--- config.mk ---
export PLATFORM = sky130hd
export DESIGN_NAME = message_entry_buffer
export DESIGN_NICKNAME = d
export VERILOG_FILES = /design/src/rtl/message_entry_buffer_pkg.sv /design/src/rtl/message_entry_buffer_char_to_seg7.sv /design/src/rtl/message_entry_buffer.sv
export SDC_FILE = /design/constraint.sdc
export NUM_CORES = 1
export LEC_CHECK = 0
export BUFFER_PORTS_ARGS = -buffer_cell sky130_fd_sc_hd__buf_4
export CAP_MARGIN = 20
export CELL_PAD_IN_SITES_DETAIL_PLACEMENT = 1
export CELL_PAD_IN_SITES_GLOBAL_PLACEMENT = 1
export CORE_ASPECT_RATIO = 0.75
export CORE_MARGIN = 4
export CORE_UTILIZATION = 25
export CTS_CLUSTER_DIAMETER = 40
export DETAILED_ROUTE_END_ITERATION = 7
export MAX_ROUTING_LAYER = met4
export PLACE_DENSITY = 0.55
export SLEW_MARGIN = 20
export SYNTH_ARGS = -nofsm -noshare
export SYNTH_HDL_FRONTEND = slang
export SYNTH_SLANG_ARGS = --single-unit
--- constraint.sdc ---
create_clock -name CLOCK_50 -period 7.7 [get_ports CLOCK_50]
set_input_delay 0.77 -clock CLOCK_50 [delete_from_list [all_inputs] [get_ports CLOCK_50]]
set_output_delay 0.77 -clock CLOCK_50 [all_outputs]
set_load 0.01 [all_outputs]
--- src/rtl/message_entry_buffer_pkg.sv ---
// Shared definitions for the message display: character codes, blank pattern,
// and the key synchronizer / press-detect helpers.
package message_entry_buffer_pkg;

  typedef logic [2:0] char_code_t;

  localparam char_code_t CH_H     = 3'd0;
  localparam char_code_t CH_E     = 3'd1;
  localparam char_code_t CH_L     = 3'd2;
  localparam char_code_t CH_O     = 3'd3;
  localparam char_code_t CH_BLANK = 3'd4;
  localparam char_code_t CH_P     = 3'd5;
  localparam char_code_t CH_U     = 3'd6;
  localparam char_code_t CH_DASH  = 3'd7;

  localparam logic [6:0] SEG_BLANK = 7'b1111111;

  typedef struct packed {
    logic sync1;
    logic sync2;
    logic prev;
  } key_sync_t;

  localparam key_sync_t KEY_RELEASED = 3'b111;

  // Shift the raw active-low key through two sync stages and the prev stage.
  function automatic key_sync_t key_sync_next(key_sync_t cur, logic key_n);
    key_sync_t nxt;
    nxt.sync1 = key_n;
    nxt.sync2 = cur.sync1;
    nxt.prev  = cur.sync2;
    return nxt;
  endfunction

  // One-cycle press pulse on the synchronized high-to-low transition.
  function automatic logic key_pulse(key_sync_t cur);
    return cur.prev & ~cur.sync2;
  endfunction

endpackage

--- src/rtl/message_entry_buffer_char_to_seg7.sv ---
// Combinational 3-bit character code to active-low 7-segment pattern (a..g).
module char_to_seg7
  import message_entry_buffer_pkg::*;
(
  input  logic [2:0] code,
  output logic [0:6] seg
);

  // Character lookup; unknown codes fall back to blank.
  always_comb begin
    seg = SEG_BLANK;
    case (code)
      CH_H:     seg = 7'b1001000;
      CH_E:     seg = 7'b0110000;
      CH_L:     seg = 7'b1110001;
      CH_O:     seg = 7'b0000001;
      CH_BLANK: seg = 7'b1111111;
      CH_P:     seg = 7'b0011000;
      CH_U:     seg = 7'b1000001;
      CH_DASH:  seg = 7'b1111110;
      default:  seg = SEG_BLANK;
    endcase
  end

endmodule

--- src/rtl/message_entry_buffer.sv ---
// Message composer: append/delete characters from pushbuttons and serve
// registered 7-segment patterns to the scroller.
module message_entry_buffer
  import message_entry_buffer_pkg::*;
#(
  parameter int DEPTH = 8,
  parameter int AW    = $clog2(DEPTH)
) (
  input  logic          CLOCK_50,
  input  logic          Reset,
  input  logic [2:0]    CharSel,
  input  logic          KeyWr_n,
  input  logic          KeyDel_n,
  input  logic [AW-1:0] RdAddr,
  output logic [0:6]    RdSeg,
  output logic [AW:0]   Length,
  output logic          Full,
  output logic          Empty
);

  localparam logic [AW:0] DEPTH_L = (AW+1)'(DEPTH);
  localparam logic [AW:0] ONE_L   = (AW+1)'(1);
  localparam logic [AW:0] ZERO_L  = (AW+1)'(0);

  key_sync_t       wr_key_r;
  key_sync_t       del_key_r;
  logic [AW:0]     length_r;
  char_code_t      mem_r [DEPTH];
  logic [0:6]      rd_seg_r;

  logic            wr_pulse_s;
  logic            del_pulse_s;
  logic            do_app_s;
  logic            do_del_s;
  logic            full_s;
  logic            empty_s;
  logic [AW:0]     length_nxt_s;
  logic [AW-1:0]   wr_idx_s;
  char_code_t      wr_code_s;
  logic [AW:0]     len_dec_s;
  char_code_t      rd_code_s;
  logic [0:6]      rd_seg_s;
  logic            rd_blank_s;

  assign full_s      = (length_r == DEPTH_L);
  assign empty_s     = (length_r == ZERO_L);
  assign wr_pulse_s  = key_pulse(wr_key_r);
  assign del_pulse_s = key_pulse(del_key_r);
  assign len_dec_s   = length_r - ONE_L;
  assign rd_code_s   = mem_r[RdAddr];
  assign rd_blank_s  = ({1'b0, RdAddr} >= length_r);

  char_to_seg7 u_char_to_seg7 (
    .code (rd_code_s),
    .seg  (rd_seg_s)
  );

  // Edit decision: delete beats a simultaneous append; full/empty gate each.
  always_comb begin
    do_app_s     = 1'b0;
    do_del_s     = 1'b0;
    length_nxt_s = length_r;
    wr_idx_s     = length_r[AW-1:0];
    wr_code_s    = CharSel;
    if (del_pulse_s && !empty_s) begin
      do_del_s     = 1'b1;
      length_nxt_s = len_dec_s;
      wr_idx_s     = len_dec_s[AW-1:0];
      wr_code_s    = CH_BLANK;
    end else if (wr_pulse_s && !del_pulse_s && !full_s) begin
      do_app_s     = 1'b1;
      length_nxt_s = length_r + ONE_L;
    end else begin
      do_app_s     = 1'b0;
      do_del_s     = 1'b0;
    end
  end

  // Key synchronizers, length counter and character storage.
  always_ff @(posedge CLOCK_50) begin
    if (Reset) begin
      wr_key_r  <= KEY_RELEASED;
      del_key_r <= KEY_RELEASED;
      length_r  <= ZERO_L;
      for (int i = 0; i < DEPTH; i++) begin
        mem_r[i] <= CH_BLANK;
      end
    end else begin
      wr_key_r  <= key_sync_next(wr_key_r, KeyWr_n);
      del_key_r <= key_sync_next(del_key_r, KeyDel_n);
      length_r  <= length_nxt_s;
      if (do_app_s || do_del_s) begin
        mem_r[wr_idx_s] <= wr_code_s;
      end
    end
  end

  // Registered read port; slots at or beyond Length always read blank.
  always_ff @(posedge CLOCK_50) begin
    if (Reset) begin
      rd_seg_r <= SEG_BLANK;
    end else if (rd_blank_s) begin
      rd_seg_r <= SEG_BLANK;
    end else begin
      rd_seg_r <= rd_seg_s;
    end
  end

  assign RdSeg  = rd_seg_r;
  assign Length = length_r;
  assign Full   = full_s;
  assign Empty  = empty_s;

endmodule

==> results of run 1 <==
## metrics by stage
stage / setup WS (ps) / instances / power, mW
CTS: 4640 / 316 / 0.543
finish: 4630 / 316 / 0.534
detailed placement: 4670 / 308 / 0.304
global route: 4400 / 316 / 0.559
floorplan: 5060 / 189 / 0.281
global placement: 4820 / 308 / 0.303
## registers in the layout, indices dropped and copies added, names as in the netlist
name	flops
mem_r	24
del_key_r	3
Length	4
RdSeg	6
wr_key_r	3
## critical path: cells and delay by family (launching register included)
kind	cells	cell delay, ps
adder cells (fa/ha/maj)	2	670
buffers and inverters	2	340
AND/OR/NAND/NOR	2	650
flip-flops	1	380
AO/OA/AOI/OAI	2	670
## cells by family after synthesis
logic type	count (synthesis)
compound gates	31
buf+inv	21
xor+xnor	1
fa+ha+maj	12
flops	40
mux	14
simple gates	70
## report_power, final
part	internal, mW	switching [mW]	total [mW]
Sequential	0.234	0.00397	0.238
Combinational	0.0256	0.0349	0.0604
Clock	0.152	0.0841	0.236
Total	0.411	0.123	0.534
## cell usage in the layout, fill, tap and decap left out, types with 2 or more instances in the layout
cell       instances
a21o_1             5
a21oi_1            7
and2_1             2
and3_1             2
and3b_1            2
buf_4             22
clkbuf_16          5
dfxtp_1           16
edfxtp_1          24
ha_1              12
inv_1             13
mux2i_1            5
mux4_2             6
nand2_1            6
nand2b_1           4
nand3_1            8
nand3b_1           3
nor2_1            17
nor2b_1            2
nor3_1             8
nor4_1             3
o211ai_1           5
o21ai_0            6
or2_2              8
## cell type report
class,count,area [um^2],area share
Tap cell,105,131,0.0519
Clock buffer,5,125,0.0494
Inverter,13,48.8,0.0193
Multi-Input combinational cell,128,978,0.386
Clock inverter,3,42.5,0.0168
Sequential cell,40,1040,0.411
Timing Repair Buffer,22,165,0.0652
## per-layer routing
metal | up-vias | global-route usage
li1 | 730 | -
met1 | 720 | 0.169
met2 | 19 | 0.170
met3 | 2 | 0.0249
met4 | 0 | 0.0259
met5 | - | -
## worst max-delay path by stage
stage / startpoint / to / slack [ps] / cells past startpoint
2_1_floorplan: Length[0]$_SDFFE_PP0P_ / mem_r[0][0]$_SDFFCE_PN0P_ / 5060 / 8
5_1_grt: Length[0]$_SDFFE_PP0P_ / mem_r[6][0]$_SDFFCE_PN0P_ / 4400 / 8
6_report: Length[0]$_SDFFE_PP0P_ / mem_r[0][1]$_SDFFCE_PN0P_ / 4630 / 8
3_5_place_dp: Length[0]$_SDFFE_PP0P_ / mem_r[0][0]$_SDFFCE_PN0P_ / 4670 / 8
4_1_cts: Length[0]$_SDFFE_PP0P_ / mem_r[0][0]$_SDFFCE_PN0P_ / 4640 / 8
3_3_place_gp: Length[0]$_SDFFE_PP0P_ / mem_r[2][0]$_SDFFCE_PN0P_ / 4820 / 8
==> results.md, run 1 <==
- Status: completed
- Post-synth ARST share: 0
- H-tree levels: 2
- Seq/Total Area, Yosys: 0.490
- Top_reg_cell synth: edfxtp_1
- Cells after Synth: around 190
- Final wirelength: ~5400 um
- Num Clock Sinks: 40
- Metal2 WL: 2310 um
- Hold Vio Cnt, Final: 0
- Register bit total from synthesis: 40
- CP Capture Type: flip-flop
- Count leader, synth: edfxtp_1
- Die X: 114 um
- Die Ht: 87.9 um
- CTS max path bufs: 2
- First drt pass iteration count: 4
- WHS Path Cells: 1
- Hold path start: wr_key_r[2]$_SDFF_PP1_
- CTS tree: yes
- Hold-fix buffers, CTS: 0
- Post-CTS setup buffer count: 0
- Clock Latency Late Sink: roughly 280 ps
- Net Count, Synth: around 210
- Top post-synthesis cells by area: edfxtp_1, dfxtp_1, ha_1
- Tcrit/Tclk final: 0.399
- Initial drt markers: 97
- Area leader, netlist: edfxtp_1
- Largest net degree at the start of global routing: 21
- Worst-margin pin slew: 887 ps
- MaxCap Viol Count: 0
- Placer Congestion: 0.839
- Layout Utilization: 0.313
- Resize count post-CTS: 0
- Fillers: between 900 and 1000
- Hold slack: 412 ps
- # rows: 28
- Max layer used: met4
- Worst-path clk slew: ~60 ps
- Critical Path RT: 7630 ps
- Main combinational cell family by area after synthesis: simple AND/OR/NAND/NOR gates
- Slew margin rel.: 0.403
- Synthesis Warnings: 0
- Die Area: 10100 um^2
- Crit path kind: flip-flop to flip-flop
- Share of cells above drive strength 1: 0.242
- Max incr delay on CP: 540 ps
- R2R Path End: mem_r[0][1]$_SDFFCE_PN0P_
- Placed cell area: around 2400 um^2
- Antenna-violating nets left: 0
- Worst Hold Path EP: wr_key_r[1]$_SDFF_PP1_
- Startpoint Class: flip-flop
- Critical path arrival: 3010 ps
- FF-to-FF Start: Length[0]$_SDFFE_PP0P_
- PwrDens: 211 nW/um^2
- Max IR drop VDD: 0.0716 mV
- # DRC: 0
- Syn-to-layout area delta: 19.1%
- Initial antenna violation count: 0
- CTS Root Cell: clkbuf_16
- Slowest CP cell: or3b_2
- Post-layout instance area: 2530 um^2
- Global route overflow: 0
- Mux contribution to synthesized area: 0.108
- Final Skew: 5.05 ps
- Final nets: 232
- Final Max Slew Viols: 0
- Syn avg cell area: 11.2 um^2
- Synth Area in Adders: 0.0706
- Hold WC Path Type: flip-flop to flip-flop
- Most instantiated cells after synthesis: edfxtp_1, nor2_1, dfxtp_1
- Met1 wire length: 2850 um
- GRT Total Usage: 0.118
- Number of vias per cell: 4.66
- Met3 WL: 184 um
- XOR/XNOR share of the synthesized area: 0.00412
- Num ports: 23
- Initial Util: 0.263
- Setup TNS: 0 ps
- Post-Syn Area: 2130 um^2
- Crit path time final: about 3100 ps
- RSZ-0062 raised after global routing: no
- Setup slack, reg-to-reg: 4630 ps
- Dpl hpwl: roughly 4200 um
- Input/output buffers: 22
- Num CTS Buffers: 5
- Fmax: 0.326 GHz
- ANT cells: 0
- Vias in the first global route: between 1500 and 2000
- Leak: 0.923 nW
- Post-synth EDFFs: 24
- R2R depth: 8
- Post-synth cell types: 43
- Area share of the largest cell type after synthesis: 0.339
- Compound-gate portion of the synthesized area: 0.0989
- Final setup violation count: 0
- First-pass GRT wire length: 8810 um
- DR WL/cell: 17.0 um
- Vias: 1471
- Crit Path Max Fanout: 8
- Critical path cell sequence: inv_1 > ha_1 > or3b_2 > inv_1 > nor2_1 > ha_1 > o21ai_0 > o21ai_0
- CORE AREA: 8090 um^2
- Simple-Gate Fraction of Synth Area: 0.178
(Power assumes the default switching activity.)
==> run 2, diff against run 1 <==
==> constraint.sdc (replaced) <==
create_clock -name CLOCK_50 -period 3.1 [get_ports CLOCK_50]
set_input_delay 0.31 -clock CLOCK_50 [delete_from_list [all_inputs] [get_ports CLOCK_50]]
set_output_delay 0.31 -clock CLOCK_50 [all_outputs]
set_load 0.01 [all_outputs]
==> run 2 against run 1 <==
Compared with the run above:
- flip-flop and latch count did not move
- register-to-register slack worse by 4400 ps
- worst hold slack lost 200 ps
- final area grew 2.4%
- clock power increased by 150%
- fmax up 7.0%
- sequential power rose by 150%
- clock skew grew 1.2 ps
- final cell count grew 2.5%
- sequential share of layout area shrank 0.95 points
- first-iteration DRC count decreased by 34%
- critical path type unchanged
- critical endpoint is now mem_r[2][1]$_SDFFCE_PN0P_
==> results.md, run 2 (synthesis gave the netlist of run 1 again) <==
- Status: completed
- Final worst slack: 229 ps
- MaxCap Viol Count: 0
- Clock Latency Late Sink: 280 ps
- Hold WC Path Type: input port to flip-flop
- Resize count post-CTS: 0
- Worst-path clk slew: 60 ps
- Tcrit/Tclk final: 0.926
- Initial Util: 0.263
- Layout Utilization: 0.320
- Placed cell area: 2420 um^2
- Antenna-violating nets left: 0
- Global route overflow: 0
- Num ports: 23
- Final setup violation count: 0
- Die Ht: 87.9 um
- CORE AREA: a little over 8000 um^2
- CTS tree: yes
- ANT cells: 0
- Initial drt markers: 64
- RSZ-0062 raised after global routing: yes
- # DRC: 0
- Placed cells: 316
- Non-Filler Instances: roughly 320
- Pwr Total: 1.33 mW
- Num CTS Buffers: 5
- Final Max Slew Viols: 0
- Hold-fix buffers, CTS: 0
- Slew margin rel.: 0.467
- # rows: 28
- CP Capture Type: flip-flop
- GRT Total Usage: 0.116
- Most frequent cells in the layout: buf_4, edfxtp_1, nor2_1
- Critical path arrival: roughly 2800 ps
- Share of cells above drive strength 1: 0.269
- Die X: ~110 um
- PwrDens: just over 500 nW/um^2
- Worst-margin pin slew: roughly 800 ps
- Number of vias per cell: 4.67
- Syn-to-layout area delta: 22.0%
- CTS Root Cell: clkbuf_16
- Dpl hpwl: roughly 4200 um
- Final nets: 240
- DR WL/cell: roughly 16 um
- Startpoint Class: flip-flop
- Post-layout instance area: 2590 um^2
- Crit Path Max Fanout: 8
- Hold Vio Cnt, Final: 0
- CTS max path bufs: 2
- Most common cell after layout, fill and taps aside: buf_4
- Most flops, register: mem_r
- Hold slack: 215 ps
- Largest net degree at the start of global routing: 21
- Crit path time final: 2870 ps
- H-tree levels: 2
- Vias in the first global route: 1547
- Fmax: 0.348 GHz
- Vias: approximately 1500
- Fillers: 900
- Setup TNS: 0 ps
- Placer Congestion: a little under 0.9
- Final wirelength: 5260 um
- Critical Path RT: 3030 ps
- First-pass GRT wire length: 8550 um
- Crit path kind: flip-flop to flip-flop
- Max reg flops: 24
- Leak: 0.964 nW
- Die Area: 10100 um^2
- First drt pass iteration count: 4
- Post-place setup slack: between 200 and 300 ps
- Input/output buffers: 22
- Post-CTS setup buffer count: 0
- Final Skew: 6.21 ps
- Max IR drop VDD: 0.203 mV
- Num Clock Sinks: 40
- Initial antenna violation count: 0
[run 2: cell count changes in the layout (fill, tap and decap cells not counted)]
cell / before / now
buf_4: 22 / 30
o21ai_0: 6 / 5
o21ai_1: 1 / 2
[run 2: routing by layer]
layer	global-route usage	part of all wire	up-vias
li1	-	-	746
met1	0.162	0.50	736
met2	0.170	0.44	31
met3	0.0318	0.059	0
met4	0.0162	0	0
met5	-	0	-
[run 2: report_power, final]
part	internal [mW]	leakage (nW)	switching, mW
registers	0.580	0.351	0.00609
logic	0.0682	0.533	0.0916
clock network	0.378	0.0798	0.205
[run 2: final timing paths]
path	start	endpoint	slack (ps)	depth (start not counted)
max	Length[1]$_SDFFE_PP0P_	mem_r[2][1]$_SDFFCE_PN0P_	230	8
min	KeyDel_n	del_key_r[2]$_SDFF_PP1_	220	2
max reg2reg	Length[1]$_SDFFE_PP0P_	mem_r[2][1]$_SDFFCE_PN0P_	230	8
min reg2reg	del_key_r[2]$_SDFF_PP1_	del_key_r[1]$_SDFF_PP1_	410	1
[run 2: critical path, cell delays in order, from the launching register on]
cell,delay [ps]
dfxtp_1,310
inv_1,150
ha_1,230
or3b_2,530
inv_1,140
nor2_1,110
ha_1,440
o21ai_0,220
o21ai_0,400
[run 2: final cells by class]
cell class              count  area, um^2  share of cell area
clock buffers               5         125              0.0483
inverters                  13        48.8              0.0188
multi-input cells         128         978               0.377
clock inverters             3        42.5              0.0164
flip-flops and latches     40        1040               0.402
well taps                 105         131              0.0507
repair buffers             30         225              0.0869
